File: config.mk
export PLATFORM = sky130hd
export DESIGN_NAME = seq_priority_encoder
export DESIGN_NICKNAME = d
export VERILOG_FILES = /design/src/rtl/enc_pkg.sv /design/src/rtl/prio_find_first.sv /design/src/rtl/seq_priority_encoder.sv
export SDC_FILE = /design/constraint.sdc
export NUM_CORES = 1
export LEC_CHECK = 0
export CAP_MARGIN = 20
export CORE_MARGIN = 5
export CORE_UTILIZATION = 52
export CTS_CLUSTER_DIAMETER = 80
export DETAILED_ROUTE_END_ITERATION = 16
export GPL_TIMING_DRIVEN = 0
export PLACE_DENSITY = 0.83
export SLEW_MARGIN = 20
export SYNTH_ARGS = -nofsm -noshare
export SYNTH_HDL_FRONTEND = slang
export SYNTH_SLANG_ARGS = --single-unit
File: constraint.sdc
create_clock -name clk -period 3.4 [get_ports clk]
set_input_delay 0.85 -clock clk [delete_from_list [all_inputs] [get_ports clk]]
set_output_delay 0.85 -clock clk [all_outputs]
set_load 0.01 [all_outputs]
File: src/rtl/enc_pkg.sv
// Shared types and helpers for the sequential priority encoder and related
// bitmap-to-index blocks.
package enc_pkg;

    typedef enum logic [1:0] {
        IDLE  = 2'd0,
        NONE  = 2'd1,
        DRAIN = 2'd2
    } state_t;

    // A two-entry vector still needs one index bit.
    function automatic int idx_width(input int n);
        return (n <= 2) ? 1 : $clog2(n);
    endfunction

endpackage

File: src/rtl/prio_find_first.sv
// Combinational find-first-set over a bit vector, in either priority order.
// Also reports whether any bit, or exactly one bit, is set.
module prio_find_first
    import enc_pkg::*;
#(
    parameter int N         = 8,
    parameter bit LSB_FIRST = 1'b1,
    localparam int W        = idx_width(N)
) (
    input  logic [N-1:0] vec,
    output logic [W-1:0] idx,
    output logic         found,
    output logic         single
);

    localparam logic [N-1:0] LSB_ONE = {{(N-1){1'b0}}, 1'b1};

    // Scan away from the winning end so the winning bit is written last.
    always_comb begin
        idx   = '0;
        found = 1'b0;
        if (LSB_FIRST) begin
            for (int i = N - 1; i >= 0; i--) begin
                if (vec[i]) begin
                    idx   = W'(i);
                    found = 1'b1;
                end
            end
        end else begin
            for (int i = 0; i < N; i++) begin
                if (vec[i]) begin
                    idx   = W'(i);
                    found = 1'b1;
                end
            end
        end
    end

    assign single = found && ((vec & (vec - LSB_ONE)) == '0);

endmodule

File: src/rtl/seq_priority_encoder.sv
// Captures a request bitmap and streams out the index of each set bit, one
// per accepted beat, in priority order; an all-zero bitmap yields a single "none" beat.
module seq_priority_encoder
    import enc_pkg::*;
#(
    parameter int N         = 8,
    parameter bit LSB_FIRST = 1'b1,
    localparam int W        = idx_width(N)
) (
    input  logic         clk,
    input  logic         rst_n,
    input  logic         in_valid,
    output logic         in_ready,
    input  logic [N-1:0] in_vec,
    output logic         out_valid,
    input  logic         out_ready,
    output logic [W-1:0] out_idx,
    output logic         out_last,
    output logic         out_none
);

    localparam logic [N-1:0] LSB_ONE = {{(N-1){1'b0}}, 1'b1};

    state_t         r_state;
    logic [N-1:0]   r_pending;

    logic [W-1:0]   w_idx;
    logic           w_found;
    logic           w_single;
    logic           w_in_fire;
    logic           w_out_fire;
    logic [N-1:0]   w_clear_mask;

    prio_find_first #(
        .N         (N),
        .LSB_FIRST (LSB_FIRST)
    ) u_find (
        .vec    (r_pending),
        .idx    (w_idx),
        .found  (w_found),
        .single (w_single)
    );

    // Outputs decode only r_state and r_pending, so they cannot glitch with out_ready.
    assign out_valid = (r_state != IDLE);
    assign out_none  = (r_state == NONE);
    assign out_last  = (r_state == NONE) | ((r_state == DRAIN) & w_found & w_single);
    assign out_idx   = (r_state == DRAIN) ? w_idx : '0;

    // Accepting on the final beat lets a new vector follow with no bubble.
    assign in_ready   = (r_state == IDLE) | (out_valid & out_ready & out_last);
    assign w_in_fire  = in_valid & in_ready;
    assign w_out_fire = out_valid & out_ready;

    assign w_clear_mask = LSB_ONE << w_idx;

    always_ff @(posedge clk or negedge rst_n) begin
        if (!rst_n) begin
            r_state   <= IDLE;
            r_pending <= '0;
        end else if (w_in_fire) begin
            if (in_vec != '0) begin
                r_pending <= in_vec;
                r_state   <= DRAIN;
            end else begin
                r_pending <= '0;
                r_state   <= NONE;
            end
        end else if (w_out_fire) begin
            case (r_state)
                NONE: begin
                    r_state <= IDLE;
                end
                DRAIN: begin
                    r_pending <= r_pending & ~w_clear_mask;
                    if (out_last) begin
                        r_state <= IDLE;
                    end
                end
                default: begin
                    r_state <= IDLE;
                end
            endcase
        end
    end

endmodule

== Yosys cells after proc, flatten, opt, wreduce, memory -nomap -nowiden ==
Index checks and enable logic that the tools add are counted.
W data, S select, Z words.

* Input port bits: 12
* Word-level logic and storage cells: 52
* Flip-flop bits (word level): 10
* Output and inout port bits: 7

* Equal/unequal tests: 3
* Bitwise gates (word level): 10
* Add/sub/neg operators: 1
* Muxes and demuxes: 26
* Reductions and logical operators: 9
* Shift operators: 1

{| class="wikitable"
|+ Operator list
! cell !! count
|-
| $mux W8 || 4
|-
| $mux W3 || 9
|-
| $and A8 B8 Y8 || 2
|-
| $mux W2 || 5
|-
| $logic_not A8 Y1 || 1
|-
| $mux W1 || 8
|-
| $not A8 Y8 || 1
|-
| $reduce_bool A8 Y1 || 1
|-
| $shl A1 B3 Y8 const A || 1
|-
| $sub A8 B1 Y8 const B || 1
|-
| $reduce_bool A2 Y1 || 3
|-
| $and A1 B1 Y1 || 5
|-
| $reduce_and A2 Y1 || 2
|-
| $ne A3 B3 Y1 const B || 1
|-
| $eq A2 B1 Y1 const B || 1
|-
| $eq A2 B2 Y1 const B || 1
|-
| $logic_not A2 Y1 || 1
|-
| $or A1 B1 Y1 || 2
|-
| $logic_and A1 B1 Y1 || 1
|}

== Logic depth before layout (Yosys ltp) ==
* Depth after elaboration: 16
* Depth in mapped cells: 6
* Mapped depth without buffers: 5

== Hierarchy ==
A second synthesis with hierarchy kept.

* Cells, all modules: 89
* Area total of the unflattened synthesis: 788.3 µm²

{| class="wikitable"
|+ By module, submodules not included
! module !! area an instance (µm²) !! cells each !! seq. area each (µm²) !! times used
|-
| seq_priority_encoder || 614.3 || 63 || 250.2 || 1
|-
| prio_find_first || 173.9 || 26 || 0.0 || 1
|}

== Worst setup path before layout ==
Ideal clock, no wire load.

* Path kind: reg2out
* Start: register r_pending[0]
* End: output out_last
* Setup slack: 725 ps
* Arrival time: 1,825 ps
* Path buffers: 1
* Stages on the path, launching flop included: 7
* Data required time: 2,550 ps
* Path through: dfrtp_1 buf_6 or4_4 a2111oi_2 a31o_2 nand2_1 o21bai_1

* Longest elaborated chain between the ends: 6
* Elaborated cells between the ends (all ways): 8
* Classes of those cells: add/sub (1); mux (1); bitwise (4); reduce/logical (2)

{| class="wikitable"
|+ Ends and longest elaborated chain
! element !! line !! text
|-
| start, declared || seq_priority_encoder.sv:25 || <nowiki>logic [N-1:0] r_pending;</nowiki>
|-
| start signal, assigned || seq_priority_encoder.sv:63 || <nowiki>r_pending <= in_vec;</nowiki>
|-
| start signal, assigned || seq_priority_encoder.sv:75 || <nowiki>r_pending <= r_pending & ~w_clear_mask;</nowiki>
|-
| $sub A8 B1 Y8 || prio_find_first.sv:39 || <nowiki>assign single = found && ((vec & (vec - LSB_ONE)) == '0);</nowiki>
|-
| $and A8 B8 Y8 || prio_find_first.sv:39 ||
|-
| $logic_not A8 Y1 || prio_find_first.sv:39 ||
|-
| $logic_and A1 B1 Y1 || prio_find_first.sv:39 ||
|-
| $and A1 B1 Y1 * || seq_priority_encoder.sv:47 || <nowiki>assign out_last = (r_state == NONE) | ((r_state == DRAIN) & w_found & w_single);</nowiki>
|-
| $or A1 B1 Y1 * || seq_priority_encoder.sv:47 ||
|-
| end, declared || seq_priority_encoder.sv:18 || <nowiki>output logic out_last,</nowiki>
|}

Mark *: on every way between the ends. The rest lies on a longest branch, timed or not.

== Worst setup path in the final report ==
* Start: register r_pending[3]
* End: output out_last

* Longest elaborated chain between the ends: 7
* Elaborated cells between the ends (all ways): 11
* Classes of those cells: add/sub (1); mux (4); bitwise (4); reduce/logical (2)

{| class="wikitable"
|+ Ends and longest elaborated chain
! element !! line
|-
| branches (longest 5 deep; another with $sub A8 B1 Y8) || n/a
|-
| $and A1 B1 Y1 * || seq_priority_encoder.sv:47
|-
| $or A1 B1 Y1 * || seq_priority_encoder.sv:47
|}

Every way passes the cells marked *.

==> results.py <==
metrics = {
    "die": {
        "die_w_microns": 49.3,
        "row_count": 14,
        "coreArea_sq_mm": 0.00149,
        "start_util_pct": 53.9,
        "pin_count": 19,
        "die_h_microns": 49.3,
        "die-area_sq_mm": 0.00243,
    },
    "synth": {
        "ys_async_sr_fraction_pct": 100,
        "synth_ff_type": "dfrtp_1",
        "synthTopCellsByArea": "dfrtp_1 31%, a31o_1 4.4%, nand2_1 4.2%",
        "synth.top_cell.area_share_pct": 31.2,
        "synth_nets": 106,
        "synth.distinct_cells": 44,
        "synth_top_cell_by_area": "dfrtp_1",
        "syn_area_sq_um": 803,
        "synth_edf_count": 0,
        "synthMostInstantiatedCell": "dfrtp_1",
        "ys_seq_area_share_pct": 31.2,
        "synth_common_cells": "10 x dfrtp_1, 9 x nand2_1, 6 x nor2_1",
        "synth_cells": 94,
        "ys_warn_count": 0,
        "synth_seq_cells": 10,
        "syn_avg_cell_area_sq_um": 8.55,
    },
    "clock_tree": {
        "cts_buffers": 3,
        "clk_latency_ps": 270,
        "root_buffer": "clkbuf_4",
        "cts.clk_slew.worst_paths_ps": 60,
        "cts_buffer_depth": 2,
        "cts-htree-levels": 1,
        "cts.sinks": 10,
        "ctsHoldBuffers": 0,
        "cts_tree": "built",
    },
    "status": {
        "outcome": "complete, no violations",
    },
    "timing": {
        "max_slew.worst_pin.slew_ps": 578,
        "fmax_mhz": 314,
        "final.setup.worst_slack_ps": 211,
        "post-route-period-util_pct": 93.8,
        "setup_viol": 0,
        "period_minus_slack_ps": 3190,
        "grt_setup_unrepaired": "no",
        "maxSlewViolCount": 0,
        "finClkSkew_ps": 0.261,
        "hold_viol_final": 0,
        "setup-tns-final_ps": 0,
        "maxSlewHeadroom_pct": 61.5,
    },
    "global_route": {
        "grt_pass1_vias": 799,
        "antenna_found_initial": 0,
        "grt_max_degree": 11,
        "track_usage_pct": 19.5,
        "grt_overflow": 0,
        "grt_pass1_wl_microns": 3750,
    },
    "worst_setup_path": {
        "regToRegSetupSlack_ps": 1200,
        "worstPathCellList": "or4_4, a2111oi_4, buf_4, a31o_2, nand2_1, o21bai_1, dlymetal6s2s_1",
        "path_delay_family": "simple AND/OR/NAND/NOR gates",
        "crit_type": "register to output port",
        "end_kind": "output port",
        "worstPathMaxFanout": 7,
        "slowest_stage": "or4_4",
        "max_stage_delay_ps": 590,
        "crit_buf_inv": 2,
        "worstSetupStartpointType": "register",
        "arrival_ps": 2340,
        "critical_path_required_ps": 2550,
    },
    "pwr": {
        "p_int_mw": 0.564,
        "pwr-share-seq_pct": 23.6,
        "pwr-share-comb_pct": 68.5,
        "pwr-share-clk_pct": 7.9,
        "power_density_mw_per_mm2": 975,
        "switching_share_pct": 45.7,
        "p_sw_mw": 0.476,
        "p_leak_nw": 0.426,
        "vdd_drop_max_v": 0.000515,
    },
    "route": {
        "viasPerCell": 6.73,
        "first_iter_violations": 47,
        "ant_nets": 0,
        "highest_layer": "met4",
        "wl_met2_microns": 1080,
        "wl_met3_microns": 186,
        "drtPass1Iterations": 4,
        "wirelength_microns": 2300,
        "wl_met1_microns": 981,
        "vias": 895,
        "drc_errors": 0,
        "wl_per_cell_microns": 17.3,
    },
    "placed_design": {
        "place.port_buffers": 17,
        "dp_hpwl_microns": 1650,
        "place_congestion": 0.863,
        "place_ws_ps": 64.9,
    },
    "layout": {
        "drive_above_1_share_pct": 14.5,
        "n_antenna_cell": 0,
        "fillers": 131,
        "fin_nets": 131,
        "area_growth_pct": 32.7,
    },
    "hold_path": {
        "min_path_type": "register to register",
    },
    "job": {
        "drv_cap": 0,
    },
}
-- registers in the layout (all words and copies together), names as in the netlist --
signal / flops
r_pending: 8
r_state: 2
-- placed cells by master (no fill, tap or decap), types with 3 or more instances in the layout --
master	n
clkdlybuf4s50_1	15
nand2_1	9
dfrtp_1	9
nor2_1	6
nand2b_1	4
nor4_1	4
a31o_1	4
nand3_1	4
buf_4	4
inv_1	3
nand4_1	3
o211ai_1	3
clkbuf_4	3
-- area by class of cell --
| cell class | count | area (sq um) | area share (%) |
|---|---|---|---|
| Sequential cell | 10 | 251 | 23.6 |
| Clock buffer | 3 | 22.5 | 2.11 |
| Tap cell | 16 | 20.0 | 1.88 |
| Inverter | 3 | 11.3 | 1.06 |
| Buffer | 4 | 22.5 | 2.11 |
| Timing Repair Buffer | 21 | 205 | 19.2 |
| Multi-Input combinational cell | 76 | 533 | 50.0 |
-- cell families after synthesis --
group	share of synthesized area, %
and+or+nand+nor	27.3
AOI/OAI and AO/OA	35.7
DFF	31.2
buffers and inverters	4.67
adders and majority gates	1.25
-- through the flow --
stage | instance area (sq um) | power, mW | util [%] | cells | hold slack (ps)
CTS | 1050 | 0.966 | 70.4 | 132 | 644
finish | 1070 | 1.04 | 71.6 | 133 | 623
global placement | 993 | 0.813 | 66.7 | 127 | 607
detailed placement | 993 | 0.838 | 66.7 | 127 | 624
floorplan | 803 | 0.623 | - | 94 | 554
global route | 1070 | 1.11 | 71.6 | 133 | 678
-- layer usage --
layer / global-route usage [%] / vias up
met5: 0 / -
met4: 8.07 / 0
met3: 4.28 / 7
met2: 30.0 / 51
met1: 25.8 / 415
li1: - / 422
-- power groups by stage --
stage | Combinational [mW] | Clock [mW] | Sequential [mW]
after floorplan | 0.414 | 0 | 0.209
after global placement | 0.593 | 0 | 0.220
after detailed placement | 0.612 | 0 | 0.226
after CTS | 0.658 | 0.0823 | 0.226
after global routing | 0.761 | 0.0910 | 0.254
final | 0.712 | 0.0824 | 0.245
-- timing repair --
action                     in CTS  in global routing
hold endpoints to repair        0                  0
setup endpoints to repair       2                  2
gates resized for setup         2                  3
buffers inserted                2                  2
pin swaps                       1                  2
-- worst paths after layout --
check | startpoint | endpoint | cells past startpoint
setup / recovery | r_pending[3] | out_last | 7
hold reg to reg | r_pending[2] | r_pending[2] | 2
hold / removal | r_pending[2] | r_pending[2] | 2
setup reg to reg | r_pending[3] | r_pending[7] | 6
min in group asynchronous | rst_n | r_state[0] | 1
max in group asynchronous | rst_n | r_pending[2] | 1
-- worst min-delay path: stages, from the launching register on --
cell	delay [ps]
dfrtp_2	430
nand3_1	80
o311ai_1	70
No activity file was read; power rests on OpenSTA's default activity.
